## src/rtl/shake_pkg.sv

```systemverilog
// shake_pkg: shared SHAKE256 constants and controller state encoding
package shake_pkg;
  localparam int LANE_W = 64;
  localparam int RATE_WORDS = 17;
  localparam int ROUNDS = 24;
  typedef enum logic [1:0] {IDLE, EMIT, PERMUTE, FIN} squeeze_state_e;
endpackage

```

## src/rtl/rate_lane_mux.sv

```systemverilog
// rate_lane_mux: selects one lane of the rate block by index
module rate_lane_mux
  import shake_pkg::*;
#(
  parameter int W = LANE_W,
  parameter int N = RATE_WORDS,
  parameter int SEL_W = $clog2(N)
) (
  input  logic [N*W-1:0]   lanes_i,
  input  logic [SEL_W-1:0] sel_i,
  output logic [W-1:0]     lane_o
);
  // out-of-range indices yield zero rather than aliasing another lane
  always_comb begin
    lane_o = '0;
    for (int i = 0; i < N; i++) lane_o = (sel_i == SEL_W'(i)) ? lanes_i[i*W +: W] : lane_o;
  end
endmodule

```

## src/rtl/shake_squeeze_ctrl.sv

```systemverilog
// shake_squeeze_ctrl: streams SHAKE256 rate lanes and schedules permutations between blocks
module shake_squeeze_ctrl
  import shake_pkg::*;
#(
  parameter int LEN_W = 12
) (
  input  logic                         clock,
  input  logic                         reset,
  input  logic                         start,
  input  logic [LEN_W-1:0]             out_words,
  input  logic [RATE_WORDS*LANE_W-1:0] state_in,
  output logic                         round_en,
  output logic [4:0]                   round_idx,
  output logic [LANE_W-1:0]            dout,
  output logic                         dout_valid,
  input  logic                         dout_ready,
  output logic                         dout_last,
  output logic                         busy,
  output logic                         done
);
  localparam logic [4:0] LAST_LANE = 5'(RATE_WORDS - 1);
  localparam logic [4:0] LAST_ROUND = 5'(ROUNDS - 1);
  localparam logic [LEN_W-1:0] ONE = LEN_W'(1);
  squeeze_state_e state_q, state_d;
  logic [LEN_W-1:0] rem_q, rem_d;
  logic [4:0] widx_q, widx_d, rcnt_q, rcnt_d;
  logic [LANE_W-1:0] lane;
  logic hs;
  assign hs = dout_valid && dout_ready;
  rate_lane_mux u_mux (
    .lanes_i(state_in),
    .sel_i  (widx_q),
    .lane_o (lane)
  );
  // dout is forced to zero whenever no lane is being offered
  assign dout = dout_valid ? lane : '0;
  // next-state: the last-lane check wins over the block-exhausted check, so exact multiples skip the trailing permutation
  always_comb begin
    state_d = state_q;
    rem_d = rem_q;
    widx_d = widx_q;
    rcnt_d = rcnt_q;
    unique case (state_q)
      IDLE: if (start) begin
        state_d = (out_words != '0) ? EMIT : FIN;
        rem_d = out_words;
        widx_d = '0;
      end
      EMIT: if (hs) begin
        rem_d = rem_q - ONE;
        widx_d = (widx_q == LAST_LANE) ? '0 : widx_q + 5'd1;
        rcnt_d = '0;
        state_d = (rem_q == ONE) ? FIN : (widx_q == LAST_LANE) ? PERMUTE : EMIT;
      end
      PERMUTE: begin
        rcnt_d = rcnt_q + 5'd1;
        state_d = (rcnt_q == LAST_ROUND) ? EMIT : PERMUTE;
      end
      default: state_d = IDLE;
    endcase
  end
  // state, counters and registered output decodes of the next state
  always_ff @(posedge clock or negedge reset) begin
    if (!reset) begin
      state_q <= IDLE;
      rem_q <= '0;
      widx_q <= '0;
      rcnt_q <= '0;
      round_en <= 1'b0;
      round_idx <= '0;
      dout_valid <= 1'b0;
      dout_last <= 1'b0;
      busy <= 1'b0;
      done <= 1'b0;
    end else begin
      state_q <= state_d;
      rem_q <= rem_d;
      widx_q <= widx_d;
      rcnt_q <= rcnt_d;
      round_en <= state_d == PERMUTE;
      round_idx <= (state_d == PERMUTE) ? rcnt_d : '0;
      dout_valid <= state_d == EMIT;
      dout_last <= (state_d == EMIT) && (rem_d == ONE);
      busy <= (state_d == EMIT) || (state_d == PERMUTE);
      done <= state_d == FIN;
    end
  end
endmodule
```

## config.mk

```make
export PLATFORM = sky130hd
export DESIGN_NAME = shake_squeeze_ctrl
export DESIGN_NICKNAME = d
export VERILOG_FILES = /design/src/rtl/shake_pkg.sv /design/src/rtl/rate_lane_mux.sv /design/src/rtl/shake_squeeze_ctrl.sv
export SDC_FILE = /design/constraint.sdc
export NUM_CORES = 1
export LEC_CHECK = 0
export CAP_MARGIN = 20
export CORE_AREA = 4 4 463 465
export DETAILED_ROUTE_END_ITERATION = 8
export DIE_AREA = 0 0 467 469
export PLACE_DENSITY = 0.31
export SLEW_MARGIN = 20
export SYNTH_ARGS = -nofsm -noshare
export SYNTH_HDL_FRONTEND = slang
export SYNTH_SLANG_ARGS = --single-unit
```

## constraint.sdc

```tcl
create_clock -name clock -period 4.39 [get_ports clock]
set_input_delay 0.878 -clock clock [delete_from_list [all_inputs] [get_ports clock]]
set_output_delay 0.878 -clock clock [all_outputs]
set_load 0.1 [all_outputs]
```

==> metrics.cfg, run 1 <==
[timing]
hold_viol=0
holdWs_ns=0.535
skew_ns=0.0145
setup_viol=0
worst_slew_pin_slew_ns=1.04
layout_worst_path_cycle_share_pct=99.8
worst_slack_ns=0.00880
slew_headroom_pct=30.6
fmax_ghz=0.228
grt_setup_unrepaired=true
slew_violations=0
fin_crit_ns=4.38

[synthesis]
ys_warn_count=0
synth_cells=2136
ys_seq_area_share_pct=6.44
ys.flop_type=dfrtp_1
syn_area_per_cell_um2=6.19
synth_area_um2=13200
syn_nets=3255
synth_top_area_share_pct=11.0
ys_top_cells_by_count=291 x a21oi_1, 230 x o21ai_0, 177 x nor2_1
synth.area.top_cells=a21oi_1 11%, o21ai_0 8.7%, a221oi_1 6.6%
yosys.area.top_type=a21oi_1
synthMostInstantiatedCell=a21oi_1
ys_types=81
ys_async_sr_fraction_pct=100
synth_seq_cells=34
synth_edf_count=0

[pwr]
p_per_area_nw_per_um2=592
p_total_mw=20.1
ir_drop_v=0.000330
p_leak_nw=11.5

[clock_tree]
tritoncts=yes
cts-htree-levels=2
worstSkewPairLatency_ns=0.33
cts_buffers=5
path_clk_slew_ns=0.08
clock_sinks=34
root_buffer=clkbuf_16
clockBufferDepth=2

[critical_path]
crit_path_frequent_cell=buf_4
critPathMaxFanout=7
startpoint_type=flop
cp_top_family=buffers and inverters
critPathBufInv=6
worstSetupPathType=flop to output pin
path_cells=inv_1, ha_4, buf_12, buf_4, nor4b_4, buf_4, a32o_1, o21ai_0, a31oi_1, buf_4, nor3_2, nor3_4, buf_12
r2r_slack_ns=0.93
slowest_stage=dfrtp_1
critPathArrivalTime_ns=3.50
cp_data_required_time_ns=3.51
crit_path_end_kind=output pin
cpPeakStageDelay_ns=0.40

[global_route]
grt_pass1_vias=27200
globalRouteOverflowTotal=0
track_usage_pct=24.0
grt_pass1_wl_mm=335
grt_start_max_net_pins=64
antenna_found_initial=219

[floorplanning]
die_w_um=467
ios=1178
dieArea_um2=219000
start_util_pct=6.31
die_h_um=469
fp.coreArea_um2=210000
row_count=168

[placement]
dpl_cell_area_um2=32300
dp_slack_ns=-0.550
dpl.cell_count=6234
gp_congestion=0.940
io_buffers=1177
hpwl_mm=245

[routing]
wl_met1_mm=109
postRouteAntennaNets=0
drc=0
drtPass1Iterations=6
routed.top_layer=met5
drt_wl_total_mm=278
vias=26800
route.met2.wl_mm=134
routed-wl-met3_mm=26.2
avgViaCountPerCell=4.21
wl_per_cell_um=43.6
drt-initial-drc-count=2677

[hold_path]
hp-class=primary input to async pin

[cells_and_area]
post-route-cell-area_um2=33900
area_delta_synth_final_pct=157
nets=4607
fin_cells=6368
drive_gt1_share_pct=21.3

[job]
max-cap-violations=0

[run_status]
run_status=finished clean

## where the power goes
group | internal [mW] | switching [mW]
logic | 6.84 | 12.2
registers | 0.427 | 0.193
clock network | 0.267 | 0.192
## worst paths after layout
path	start	endpoint	depth (start not counted)
max	widx_q[1]$_DFFE_PN0P_	dout[39]	13
min	reset	rem_q[9]$_DFF_PN0_	1
max reg2reg	widx_q[1]$_DFFE_PN0P_	dout_last$_DFF_PN0_	13
min reg2reg	rcnt_q[1]$_DFF_PN0_	rcnt_q[1]$_DFF_PN0_	1
max in group asynchronous	reset	widx_q[3]$_DFFE_PN0P_	2
min in group clock	rcnt_q[1]$_DFF_PN0_	rcnt_q[1]$_DFF_PN0_	1
## cell usage in the layout (no fill, tap or decap), types with 17 or more instances in the layout
master | netlist | routed
buf_4 | 3 | 342
nor3_1 | 52 | 42
nand2_1 | 172 | 169
inv_1 | 34 | 31
nand3_1 | 48 | 48
o221ai_1 | 57 | 53
a221o_1 | 22 | 22
o21a_1 | 22 | 22
o21ai_0 | 230 | 211
buf_12 | 0 | 108
a221oi_2 | 0 | 17
a21oi_2 | 0 | 32
or3_1 | 20 | 19
o22ai_1 | 98 | 88
a22oi_1 | 42 | 42
buf_6 | 3 | 30
o211ai_1 | 42 | 42
nand2b_1 | 20 | 19
clkdlybuf4s50_1 | 0 | 1112
a211oi_1 | 34 | 22
nor2_1 | 177 | 166
a21oi_1 | 291 | 253
dfrtp_1 | 34 | 30
diode_2 | 0 | 74
a21o_1 | 20 | 20
o21ai_2 | 0 | 17
and3_1 | 19 | 19
a221oi_1 | 100 | 79
nand3b_1 | 21 | 21
nor2b_1 | 24 | 22
## sequential cells by signal (all words and copies together) (netlist names)
name        count
rcnt_q          5
rem_q          12
dout_last       1
round_en        1
busy            1
round_idx       5
done            1
widx_q          5
dout_valid      1
state_q         2
## kinds of logic (layout without fill, tap and decap cells)
group / Yosys count / in the layout / share of synthesized area [%]
XOR/XNOR: 1 / 1 / 0.0663
adder cells (fa/ha/maj): 15 / 15 / 1.42
AND/OR/NAND/NOR: 650 / 650 / 25.1
flip-flops: 34 / 34 / 6.44
buffers and inverters: 292 / 1645 / 9.34
AO/OA/AOI/OAI: 1132 / 1132 / 56.6
multiplexers: 12 / 12 / 1.00
other: 0 / 74 / 0
## through the flow
| step | util (%) | setup TNS [ns] |
|---|---|---|
| floorplan | - | -0.646 |
| global placement | 15.4 | -2.84 |
| global route | 16.1 | -0.240 |
| CTS | 15.9 | -0.230 |
| finish | 16.2 | 0 |
| detailed placement | 15.4 | -1.71 |
## metal layers
| metal | track usage [%] | vias to the layer above |
|---|---|---|
| met5 | 0 | - |
| met4 | 5.47 | 142 |
| met3 | 8.06 | 351 |
| met2 | 41.8 | 1606 |
| met1 | 28.4 | 13500 |
| li1 | - | 11300 |
## layout make-up
cell class,instances,area (um2)
Multi-Input combinational cell,1810,12700
Fill cell,24000,176000
Tap cell,2805,3510
Clock inverter,3,40.0
Antenna cell,74,185
Inverter,35,136
Sequential cell,34,866
Timing Repair Buffer,1602,16400
Clock buffer,5,125
## what timing repair did
item,CTS,global route
gates resized for setup,113,68
pin swaps,15,15
endpoints found under the setup margin,48,39
setup buffers,36,12
hold buffers,0,0
gates cloned,3,1
Power figures use the tool's default switching activity.
==> run 2, diff against run 1 <==
--- a/config.mk
+++ b/config.mk
@@ -6,11 +6,14 @@
 export NUM_CORES = 1
 export LEC_CHECK = 0
 export CAP_MARGIN = 20
-export CORE_AREA = 4 4 463 465
+export CELL_PAD_IN_SITES_DETAIL_PLACEMENT = 1
+export CELL_PAD_IN_SITES_GLOBAL_PLACEMENT = 1
+export CORE_AREA = 4 4 455 457
 export DETAILED_ROUTE_END_ITERATION = 8
-export DIE_AREA = 0 0 467 469
-export PLACE_DENSITY = 0.31
+export DIE_AREA = 0 0 459 461
+export PLACE_DENSITY = 0.41
 export SLEW_MARGIN = 20
 export SYNTH_ARGS = -nofsm -noshare
 export SYNTH_HDL_FRONTEND = slang
+export SYNTH_HIERARCHICAL = 1
 export SYNTH_SLANG_ARGS = --single-unit
==> constraint.sdc (replaced) <==
create_clock -name clock -period 4.85 [get_ports clock]
set_input_delay 0.97 -clock clock [delete_from_list [all_inputs] [get_ports clock]]
set_output_delay 0.97 -clock clock [all_outputs]
set_load 0.1 [all_outputs]
==> run 2 against run 1 <==
Against the previous run:
- core utilization decreased by 1.3 points
- setup slack gained 0.037 ns
- cell area shrank 11%
- clock power up 1%
- sequential power rose by 5.3%
- die area decreased by 3.4%
- synthesized cell count down 5.6%
- via count fell by 8.0%
- register-to-register slack improved by 0.52 ns
- synthesized area decreased by 0.47%
- clock skew decreased by 0.0040 ns
- critical path type unchanged
==> metrics.cfg, run 2 <==
[synthesis]
synth_cells=2017  ; -5.6%
ys_top_cells_by_count=235 x a21oi_1, 226 x o21ai_0, 168 x nor2_1
syn_nets=3133  ; -3.7%
syn_area_per_cell_um2=6.52  ; +5.4%
ys_seq_area_share_pct=6.47  ; +0.031 points
synth_seq_cells=34  ; unchanged
ys.flop_type=dfrtp_1
yosys.area.top_type=a21oi_1
ys_warn_count=6  ; +6
synth.area.top_cells=a21oi_1 8.9%, o21ai_0 8.6%, mux2i_1 7.3%
synth_area_um2=13200  ; -0.47%
synth_top_area_share_pct=8.94  ; -2.1 points
ys_types=92  ; +14%
ys_async_sr_fraction_pct=100  ; unchanged
synth_edf_count=0  ; unchanged
synthMostInstantiatedCell=a21oi_1

[timing]
layout_worst_path_cycle_share_pct=99.1
slew_violations=0  ; unchanged
grt_setup_unrepaired=false
fmax_ghz=0.208
hold_viol=0  ; unchanged
worst_slew_pin_slew_ns=1.06  ; +0.0174 ns
setup_viol=0  ; unchanged
slew_headroom_pct=29.4  ; -1.2 points
fin_crit_ns=4.80
skew_ns=0.0105  ; -0.00402 ns

[global_route]
track_usage_pct=23.5  ; -0.54 points
grt_start_max_net_pins=63  ; -1.6%
grt_pass1_wl_mm=316  ; -5.7%
antenna_found_initial=272  ; +24%
globalRouteOverflowTotal=0  ; unchanged
grt_pass1_vias=25500  ; -6.1%

[routing]
postRouteAntennaNets=0  ; unchanged
drc=0  ; unchanged
drtPass1Iterations=6  ; unchanged
vias=24700  ; -8.0%
avgViaCountPerCell=4.12  ; -2.2%
drt-initial-drc-count=1999  ; -25%
drt_wl_total_mm=261  ; -6.0%
wl_per_cell_um=43.6  ; about the same

[floorplanning]
start_util_pct=6.46  ; +0.16 points
row_count=166  ; -1.2%
dieArea_um2=212000  ; -3.4%
ios=1178  ; unchanged
die_h_um=461  ; -1.7%
die_w_um=459  ; -1.7%
fp.coreArea_um2=204000  ; -2.9%

[cells_and_area]
nets=4345  ; -5.7%
area_delta_synth_final_pct=130
largest_reg_flops=12  ; unchanged
register_area_um2=873  ; +0.87%
mostFrequentLayoutCells=1113 x clkdlybuf4s50_1, 235 x a21oi_1, 226 x o21ai_0
layout_commonest_cell=clkdlybuf4s50_1
drive_gt1_share_pct=12.8  ; -8.5 points
finish.utilization_pct=14.9  ; -1.3 points
multi_input_area_um2=11200  ; -12%
top_register=rem_q
fillers=24200  ; +0.76%

[critical_path]
startpoint_type=flop
critPathMaxFanout=23  ; +16
cpPeakStageDelay_ns=0.75  ; +0.35 ns
crit_path_end_kind=output pin
worstSetupPathType=flop to output pin
slowest_stage=a2111oi_1
crit_path_frequent_cell=buf_4
cp_data_required_time_ns=3.88  ; +0.37 ns
critPathArrivalTime_ns=3.83  ; +0.33 ns
r2r.worst_path.cells=11  ; -2
path_cells=buf_4, buf_4, nand4b_1, buf_4, a21oi_1, a2111oi_1, nor4_1, a221o_1, and2_1, buf_12

[clock_tree]
path_clk_slew_ns=0.08  ; about the same
worstSkewPairLatency_ns=0.31  ; -0.02 ns
holdBufCountCts=0  ; unchanged
tritoncts=yes
clockBufferDepth=2  ; unchanged
cts_buffers=5  ; unchanged
clock_sinks=34  ; unchanged
root_buffer=clkbuf_16
cts-htree-levels=2  ; unchanged

[placement]
hpwl_mm=232  ; -5.6%
gp_congestion=0.905  ; -3.8%
io_buffers=1177  ; unchanged

[job]
max-cap-violations=0  ; unchanged

[pwr]
p_leak_nw=10.2  ; -11%
p_per_area_nw_per_um2=377  ; -36%
p_total_mw=11.4  ; -43%
ir_drop_v=0.000169  ; -49%

[run_status]
run_status=finished clean

[hold_path]
hp-class=flop to flop
holdPathStages=1

[run 2: per-layer routing]
metal / up-vias / GRT usage (%) / share of wire [%]
li1: 10300 / - / -
met1: 12200 / 29.0 / 41
met2: 1615 / 38.9 / 46
met3: 398 / 7.92 / 9.3
met4: 140 / 6.01 / 3.1
met5: - / 0 / 0.34
[run 2: cells by family after synthesis]
| logic type | after synthesis | synth area share [%] |
|---|---|---|
| and+or+nand+nor | 638 | 24.9 |
| muxes | 125 | 10.1 |
| AOI/OAI and AO/OA | 981 | 47.9 |
| DFF | 34 | 6.47 |
| adders and majority gates | 12 | 1.14 |
| buffers and inverters | 227 | 9.44 |
[run 2: worst paths after layout]
path | from | to | slack (ns)
worst max-delay path | widx_q[3]$_DFFE_PN0P_ | dout[35] | 0.05
min in group asynchronous | reset | dout_last$_DFF_PN0_ | 1.11
max in group asynchronous | reset | widx_q[1]$_DFFE_PN0P_ | 3.25
worst max register to register | widx_q[1]$_DFFE_PN0P_ | dout_last$_DFF_PN0_ | 1.45
worst min-delay path | rcnt_q[1]$_DFF_PN0_ | rcnt_q[1]$_DFF_PN0_ | 0.58
worst min register to register | rcnt_q[1]$_DFF_PN0_ | rcnt_q[1]$_DFF_PN0_ | 0.58
[run 2: worst max-delay path: cells and delay by family, from the launching register on]
family	cells	cell delay, ns
AOI/OAI and AO/OA	3	1.27
DFF	1	0.58
buffers and inverters	4	1.11
and+or+nand+nor	3	0.53
[run 2: what timing repair did]
item / 4_1_cts / 5_1_grt
gates resized for setup: 9 / 4
hold endpoints to repair: 0 / 0
setup endpoints to repair: 8 / 4
pin swaps: 2 / 1
buffers inserted: 3 / 0
[run 2: final cells by class]
cell class	instances	area share (%)
Antenna cell	72	0.594
Clock buffer	5	0.413
Clock inverter	3	0.227
Inverter	24	0.310
Multi-Input combinational cell	1756	36.9
Sequential cell	34	2.88
Tap cell	2688	11.1
Timing Repair Buffer	1408	47.5
[run 2: power breakdown]
group | internal (mW) | total (mW) | switching [mW]
registers | 0.381 | 0.653 | 0.272
logic | 3.60 | 10.3 | 6.70
clock network | 0.297 | 0.465 | 0.168
[run 2: stage by stage]
stage               hold WS, ns  instance area [um2]  setup slack [ns]  TNS [ns]  cells
global route              0.621                30200           0.00845         0   5943
global placement          0.551                29900           -0.0789    -0.128   5907
CTS                       0.574                30100            0.0263         0   5918
detailed placement        0.559                29900           -0.0284   -0.0284   5907
floorplan                 0.488                13200              1.18         0   2017
finish                    0.576                30300            0.0454         0   5990
